[src/rtl/exc_source.sv]
// ----------------------------------------------------------------------------
// exc_source
//
// Exception request initiator for the single-cycle LEGv8 core. Rising edges
// on the irq lines are latched into a pending register. The lowest pending
// index is chosen and presented to the core on the Exc/EStatus pair. The
// block then runs the Exc/ExcAck/ERet handshake:
//   IDLE    -> REQ      ien=1 and something pending (EStatus = winner + 1)
//   REQ     -> SERVICE  ExcAck sampled high (winner's pending bit cleared)
//   SERVICE -> IDLE     ERet sampled high (EStatus back to 0)
//
// Optional feature, enabled by defining EXC_SOURCE_TIMEOUT_EN:
//   A REQ that is not acknowledged within TIMEOUT cycles is withdrawn
//   (back to IDLE, pending bit kept for retry), and the sticky timeout_err
//   output is set. Without the macro, REQ waits indefinitely and the
//   timeout_err port does not exist.
//
// Parameters:
//   NSRC        number of event sources, 1..15
//   TIMEOUT     REQ cycles allowed before withdrawal (macro builds only)
//
// Ports:
//   clk          in   system clock, rising edge
//   reset        in   asynchronous reset, active low
//   irq          in   NSRC event lines, rising edge = event
//   ien          in   global enable, gates only IDLE -> REQ
//   ExcAck       in   core acknowledge (level)
//   ERet         in   core exception return (single-cycle pulse)
//   Exc          out  exception request, registered
//   EStatus      out  cause code = selected index + 1, 0 = none
//   pending      out  latched, not-yet-serviced events
//   busy         out  high in REQ or SERVICE
//   timeout_err  out  sticky timeout flag (macro builds only)
// ----------------------------------------------------------------------------
module exc_source #(
    parameter int NSRC    = 4,
    parameter int TIMEOUT = 16
) (
    input  logic            clk,
    input  logic            reset,
    input  logic [NSRC-1:0] irq,
    input  logic            ien,
    input  logic            ExcAck,
    input  logic            ERet,
    output logic            Exc,
    output logic [3:0]      EStatus,
    output logic [NSRC-1:0] pending,
    output logic            busy
`ifdef EXC_SOURCE_TIMEOUT_EN
    ,
    output logic            timeout_err
`endif
);

    typedef enum logic [1:0] {
        ST_IDLE    = 2'd0,
        ST_REQ     = 2'd1,
        ST_SERVICE = 2'd2
    } state_e;

    // Index of the lowest set bit; only meaningful when v is non-zero.
    function automatic logic [3:0] lowest_idx(input logic [NSRC-1:0] v);
        logic [3:0] idx;
        idx = 4'd0;
        for (int i = NSRC - 1; i >= 0; i--) begin
            if (v[i]) begin
                idx = 4'(i);
            end else begin
                idx = idx;
            end
        end
        return idx;
    endfunction

    state_e          state_q, state_d;
    logic [NSRC-1:0] irq_q, irq_d;
    logic [NSRC-1:0] pending_q, pending_d;
    logic [3:0]      sel_q, sel_d;
    logic [3:0]      estatus_q, estatus_d;
    logic            exc_q, exc_d;
    logic            busy_q, busy_d;

    logic [NSRC-1:0] event_s;
    logic [NSRC-1:0] clr_s;
    logic [3:0]      winner_s;

`ifdef EXC_SOURCE_TIMEOUT_EN
    localparam int CW = $clog2(TIMEOUT + 1);
    logic [CW-1:0] cnt_q, cnt_d;
    logic [CW-1:0] cnt_inc_s;
    logic          terr_q, terr_d;
`endif

    // Next-state, pending and output computation.
    always_comb begin
        event_s   = irq & ~irq_q;
        irq_d     = irq;
        winner_s  = lowest_idx(pending_q);
        state_d   = state_q;
        sel_d     = sel_q;
        estatus_d = estatus_q;
        clr_s     = '0;
`ifdef EXC_SOURCE_TIMEOUT_EN
        cnt_d     = cnt_q;
        cnt_inc_s = cnt_q + CW'(1);
        terr_d    = terr_q;
`endif

        case (state_q)
            ST_IDLE: begin
                if (ien && (pending_q != '0)) begin
                    state_d   = ST_REQ;
                    sel_d     = winner_s;
                    estatus_d = winner_s + 4'd1;
`ifdef EXC_SOURCE_TIMEOUT_EN
                    cnt_d     = '0;
`endif
                end else begin
                    state_d = ST_IDLE;
                end
            end
            ST_REQ: begin
                if (ExcAck) begin
                    // Acknowledge beats a timeout landing on the same cycle.
                    state_d = ST_SERVICE;
                    for (int i = 0; i < NSRC; i++) begin
                        clr_s[i] = (sel_q == 4'(i));
                    end
`ifdef EXC_SOURCE_TIMEOUT_EN
                end else if (cnt_inc_s == CW'(TIMEOUT)) begin
                    // Withdraw; the pending bit stays so the source is retried.
                    state_d   = ST_IDLE;
                    estatus_d = 4'd0;
                    terr_d    = 1'b1;
                    cnt_d     = cnt_inc_s;
                end else begin
                    state_d = ST_REQ;
                    cnt_d   = cnt_inc_s;
                end
`else
                end else begin
                    state_d = ST_REQ;
                end
`endif
            end
            ST_SERVICE: begin
                if (ERet) begin
                    state_d   = ST_IDLE;
                    estatus_d = 4'd0;
                end else begin
                    state_d = ST_SERVICE;
                end
            end
            default: begin
                state_d   = ST_IDLE;
                estatus_d = 4'd0;
            end
        endcase

        // A new event on the bit being cleared wins, so it is never lost.
        pending_d = (pending_q & ~clr_s) | event_s;
        exc_d     = (state_d == ST_REQ);
        busy_d    = (state_d != ST_IDLE);
    end

    // State and datapath registers.
    always_ff @(posedge clk or negedge reset) begin
        if (!reset) begin
            state_q   <= ST_IDLE;
            irq_q     <= '0;
            pending_q <= '0;
            sel_q     <= 4'd0;
            estatus_q <= 4'd0;
            exc_q     <= 1'b0;
            busy_q    <= 1'b0;
        end else begin
            state_q   <= state_d;
            irq_q     <= irq_d;
            pending_q <= pending_d;
            sel_q     <= sel_d;
            estatus_q <= estatus_d;
            exc_q     <= exc_d;
            busy_q    <= busy_d;
        end
    end

`ifdef EXC_SOURCE_TIMEOUT_EN
    // REQ cycle counter and sticky timeout flag.
    always_ff @(posedge clk or negedge reset) begin
        if (!reset) begin
            cnt_q  <= '0;
            terr_q <= 1'b0;
        end else begin
            cnt_q  <= cnt_d;
            terr_q <= terr_d;
        end
    end

    assign timeout_err = terr_q;
`endif

    assign Exc     = exc_q;
    assign EStatus = estatus_q;
    assign pending = pending_q;
    assign busy    = busy_q;

endmodule

[config.mk]
export PLATFORM = sky130hd
export DESIGN_NAME = exc_source
export DESIGN_NICKNAME = d
export VERILOG_FILES = /design/src/rtl/exc_source.sv
export SDC_FILE = /design/constraint.sdc
export NUM_CORES = 1
export LEC_CHECK = 0
export ABC_CLOCK_PERIOD_IN_PS = 1900
export CAP_MARGIN = 20
export CORE_MARGIN = 1.5
export CORE_UTILIZATION = 45
export CTS_CLUSTER_DIAMETER = 80
export CTS_CLUSTER_SIZE = 16
export DETAILED_ROUTE_END_ITERATION = 8
export GPL_ROUTABILITY_DRIVEN = 0
export PLACE_DENSITY = 0.84
export SLEW_MARGIN = 10
export SYNTH_ARGS = -nofsm -noshare
export SYNTH_HDL_FRONTEND = slang
export SYNTH_SLANG_ARGS = --single-unit
[constraint.sdc]
create_clock -name clk -period 1.9 [get_ports clk]
set_input_delay 0.38 -clock clk [delete_from_list [all_inputs] [get_ports clk]]
set_output_delay 0.38 -clock clk [all_outputs]
set_load 0.05 [all_outputs]
==> flow_summary.ini, run 1 <==
[run_status]
status = finished, final reports clean

[sta]
clock_skew_ns = 0.00618
fin_setup_tns_ns = 0
min_period_ns = 1.85
worstMarginPinSlew_ns = 0.514
maxSlewHeadroom_pct = 65.3
setup_viol = 0
drv_slew = 0
period_share_pct = 97.3
rsz0062_at_grt = no
max_freq_mhz = 541
hold_viol_final = 0

[clock_network]
clk_latency_ns = 0.28
clk_path_buf_depth = 2
hold_buffers = 0
htreeDepth = 1
post_cts_buffers = 0
cts_buffers = 3
cts_tree = built
clock_sinks = 17
cts.reportedPaths.clkPinSlew_ns = 0.10
cts_root_buffer = clkbuf_4
cts_resized = 0

[floorplan]
fp.coreArea_sq_mm = 0.00149
start_util_pct = 47.7
chipHeight_um = 42.7
ios = 19
dieArea_sq_mm = 0.00183
rows = 14
dieWidth_um = 42.7

[grt]
grt_use_total_pct = 15.9
grt_pass1_vias = 507
grt_pass1_wl_mm = 2.13
grt_overflow = 0
grt_max_degree = 18
antenna_found_initial = 0

[routing]
firstDrtPassIters = 4
drc = 0
vias_per_cell = 5.04
ant_nets = 0
wl_per_cell_um = 12.3
vias = 509
routed_wl_mm = 1.24
drt_iter0_markers = 7

[critical_path]
cp.arrival_ns = 1.47
slowest_stage = clkdlybuf4s50_1
path_class = reg2out
path_delay_family = buffers and inverters
startpoint_type = register
path_buf_inv = 1
timing.critical_path.cells = clkdlybuf4s50_1
cpPeakStageDelay_ns = 0.81
crit_required_ns = 1.52
cp-end-kind = output port
reg2reg_depth = 3
worstPathMaxFanout = 2
worstSetupPathDepth = 1

[synthesis]
yosysSeqAreaShare_pct = 59.9
synth_area_leaders = dfrtp_1 60%, o21ai_0 7.0%, inv_1 4.8%
yosysTopAreaCell = dfrtp_1
yosys_warnings = 0
syn-num-nets = 74
synth_top_area_share_pct = 59.9
syn-cell-area_sq_um = 711
synth_cells = 64
synthDistinctLibCells = 19
synth_seq_cells = 17
avgSynthCellArea_sq_um = 11.1

[placement]
placed_cells = 97
dp_hpwl_um = 933
io_buffers = 17

[job]
cap_violations = 0

[layout]
nNetsFinal = 96
antenna_cells_inserted = 0
layout.cells.non_filler = 101
area_growth_pct = 29.0
drive_above_1_share_pct = 14.1

[pwr]
leakagePower_nw = 0.425
p_total_mw = 1.40
ir_worst_vdd_uv = 789
power_density_mw_per_mm2 = 1530

[hold_path]
hold_path_class = in2async
## stage by stage
step | util [%] | setup slack (ns) | hold WS [ns] | instance area (sq um)
2_1_floorplan | - | 0.158 | 0.0844 | 711
3_3_place_gp | 59.8 | 0.340 | 0.405 | 891
3_5_place_dp | 59.8 | 0.336 | 0.413 | 891
4_1_cts | 61.6 | 0.0515 | 0.407 | 917
5_1_grt | 61.6 | 0.0131 | 0.421 | 917
6_report | 61.6 | 0.0517 | 0.401 | 917
## state kept, by name, indices dropped and copies added (netlist names)
| signal | cells |
|---|---|
| EStatus | 3 |
| Exc | 1 |
| busy | 1 |
| irq_q | 4 |
| pending | 4 |
| sel_q | 2 |
| state_q | 2 |
## cell usage in the layout, fill, tap and decap left out
cell and instances:
a21boi_0 1, a21oi_1 1, a32oi_1 1, buf_4 5, clkbuf_1 1, clkbuf_4 3, clkdlybuf4s50_1 13, conb_1 1
dfrtp_1 17, ha_1 1, inv_1 9, mux2_4 1, mux2i_1 3, nand2_1 6, nand2b_1 2, nand3_4 1
nand4b_1 1, nor2_1 4, o21ai_0 10, o41ai_1 2, or2_2 1, or4_4 1
## power breakdown
group	switching [mW]	internal (mW)
logic	0.411	0.227
clock network	0.108	0.0814
registers	0.104	0.470
## synth_stat cells
master,number
o41ai_1,2
conb_1,1
dfrtp_1,17
buf_4,1
ha_1,1
nand3_4,1
or2_2,1
nand2_1,6
nor2_1,4
nand2b_1,2
a32oi_1,1
mux2_4,1
o21ai_0,10
inv_1,9
or4_4,1
a21oi_1,1
mux2i_1,3
nand4b_1,1
a21boi_0,1
## area by class of cell
type                       instances  area, sq um
fill                             122          572
inverter                           9         33.8
clock buffer                       4         26.3
sequential                        17          425
multi-input combinational         37          244
timing repair buffer              18          168
tap                               16         20.0
## layer usage
metal	track usage (%)	part of all wire, %	vias to the layer above
met1	20.1	48	237
li1	-	-	258
met2	25.5	46	12
met5	0	0	-
met4	7.50	1.1	0
met3	3.83	4.4	2
## final timing paths
path	startpoint	endpoint	slack, ns
max in group asynchronous	reset	pending[3]	1.31
max reg2reg	pending[0]	sel_q[0]	0.33
max	EStatus[1]	EStatus[1]	0.05
min reg2reg	irq_q[1]	pending[1]	0.42
min in group clk	irq_q[1]	pending[1]	0.42
min	reset	EStatus[0]	0.40
## logic make-up (layout without fill, tap and decap cells)
| logic type | count (synthesis) | after routing | share of synthesized area [%] |
|---|---|---|---|
| buffers and inverters | 10 | 31 | 5.81 |
| adders and majority gates | 1 | 1 | 1.76 |
| AOI/OAI and AO/OA | 15 | 15 | 12.5 |
| other | 1 | 1 | 0.528 |
| and+or+nand+nor | 16 | 16 | 13.2 |
| DFF | 17 | 17 | 59.9 |
| muxes | 4 | 4 | 6.34 |
Power figures use the tool's default switching activity.
==> inputs of run 2 (changes only) <==
--- a/config.mk
+++ b/config.mk
@@ -7,13 +7,14 @@
 export LEC_CHECK = 0
 export ABC_CLOCK_PERIOD_IN_PS = 1900
 export CAP_MARGIN = 20
+export CORE_ASPECT_RATIO = 1.25
 export CORE_MARGIN = 1.5
-export CORE_UTILIZATION = 45
+export CORE_UTILIZATION = 25
 export CTS_CLUSTER_DIAMETER = 80
 export CTS_CLUSTER_SIZE = 16
 export DETAILED_ROUTE_END_ITERATION = 8
 export GPL_ROUTABILITY_DRIVEN = 0
-export PLACE_DENSITY = 0.84
+export PLACE_DENSITY = 0.56
 export SLEW_MARGIN = 10
 export SYNTH_ARGS = -nofsm -noshare
 export SYNTH_HDL_FRONTEND = slang
==> flow_summary.ini, run 2 (same netlist as run 1, synthesis figures left out) <==
[run_status]
status = finished, final reports clean

[sta]
min_period_ns = 1.82
drv_slew = 0
rsz0062_at_grt = no
period_share_pct = 95.7
max_freq_mhz = 550
hold_viol_final = 0
hold-worst-slack_ns = 0.395
fin_setup_tns_ns = 0
clock_skew_ns = 0.00951
setup_viol = 0

[clock_network]
cts_resized = 0
cts.reportedPaths.clkPinSlew_ns = 0.11
cts_root_buffer = clkbuf_4
clk_path_buf_depth = 2
cts_buffers = 3
clk_latency_ns = 0.29
cts_tree = built
hold_buffers = 0
htreeDepth = 1
clock_sinks = 17
post_cts_buffers = 0

[critical_path]
reg2reg_to = sel_q[0]
path_class = reg2out
timing.critical_path.cells = clkdlybuf4s50_1
cpPeakStageDelay_ns = 0.80
cp-end-kind = output port
timing.rr.start = pending[0]
reg2reg_depth = 3
path_delay_family = buffers and inverters
r2r_slack_ns = 0.30
cp.arrival_ns = 1.44
crit_required_ns = 1.52
startpoint_type = register
worstPathMaxFanout = 2
slowest_stage = clkdlybuf4s50_1
path_buf_inv = 1

[floorplan]
ios = 19
rows = 21
fp.coreArea_sq_mm = 0.00268
dieArea_sq_mm = 0.00317
chipHeight_um = 62.6
start_util_pct = 26.5
dieWidth_um = 50.7

[routing]
drc = 0
vias = 518
vias_per_cell = 4.32
drt_iter0_markers = 13
routed_wl_mm = 1.28
firstDrtPassIters = 4
ant_nets = 0
wl_per_cell_um = 10.7

[pwr]
power_density_mw_per_mm2 = 1490
ir_worst_vdd_uv = 688
leakagePower_nw = 0.434

[grt]
grt_pass1_vias = 517
use_met3_pct = 1.91
antenna_found_initial = 0
top_usage_layer = met2
grt_use_met1_pct = 10.3
grt_use_total_pct = 9.03
grt_max_degree = 18
grt_overflow = 0
use_met2_pct = 15.8
grt_pass1_wl_mm = 2.21

[layout]
antenna_cells_inserted = 0
final_common_cell = dfrtp_1
drive_above_1_share_pct = 17.4
fill_cells = 280
mostFrequentLayoutCells = 17 x dfrtp_1, 12 x clkdlybuf4s50_1, 10 x o21ai_0
nNetsFinal = 97
area_growth_pct = 33.1

[job]
cap_violations = 0

[placement]
dp_hpwl_um = 986
io_buffers = 17

[hold_path]
hold_path_class = in2async
==> run 2: cell types whose count changed in the layout (fill, tap and decap cells not counted) <==
cell | previous run | this run
clkdlybuf4s50_1 | 13 | 12
buf_4 | 5 | 7
clkinv_2 | 0 | 1
clkbuf_1 | 1 | 0
==> run 2: metal layers <==
layer	up-vias	routed length, um
li1	258	-
met1	237	575
met2	21	614
met3	2	84
met4	0	8
met5	-	0
==> run 2: layout make-up <==
class                      count  area (sq um)  share of cell area, %
tap                           34          42.5                   4.50
sequential                    17           425                   45.0
inverter                       9          33.8                   3.57
multi-input combinational     37           244                   25.8
timing repair buffer          19           173                   18.3
clock buffer                   3          22.5                   2.38
clock inverter                 1          5.00                  0.529
==> run 2: worst max-delay path by stage <==
stage | depth (start not counted) | end | from | slack [ns]
finish | 1 | EStatus[0] | EStatus[0] | 0.08
global route | 1 | EStatus[0] | EStatus[0] | 0.03
global placement | 3 | sel_q[0] | pending[0] | 0.33
detailed placement | 3 | sel_q[0] | pending[0] | 0.33
CTS | 1 | EStatus[2] | EStatus[2] | 0.07
floorplan | 3 | sel_q[0] | pending[0] | 0.16
==> run 2: where the power goes <==
part	switching, mW	internal [mW]	total [mW]	leakage (nW)
clock	0.114	0.0782	0.193	0.0177
combinational	0.411	0.233	0.645	0.220
sequential	0.105	0.470	0.575	0.197
==> run 2: stage by stage <==
stage | total power [mW] | instances | utilization, % | worst slack, ns | instance area (sq um)
2_1_floorplan | 1.01 | 64 | - | 0.158 | 711
3_3_place_gp | 1.22 | 116 | 34.3 | 0.328 | 918
5_1_grt | 1.51 | 120 | 35.3 | 0.0324 | 946
6_report | 1.41 | 120 | 35.3 | 0.0820 | 946
3_5_place_dp | 1.23 | 116 | 34.3 | 0.334 | 918
4_1_cts | 1.43 | 120 | 35.3 | 0.0674 | 946
==> inputs of run 3 (changes only) <==
--- a/config.mk
+++ b/config.mk
@@ -6,7 +6,6 @@
 export NUM_CORES = 1
 export LEC_CHECK = 0
 export ABC_CLOCK_PERIOD_IN_PS = 1900
-export CAP_MARGIN = 20
 export CORE_ASPECT_RATIO = 1.25
 export CORE_MARGIN = 1.5
 export CORE_UTILIZATION = 25
==> results of run 3 <==
No change in the layout: final DEF, timing and power equal those of run 2.
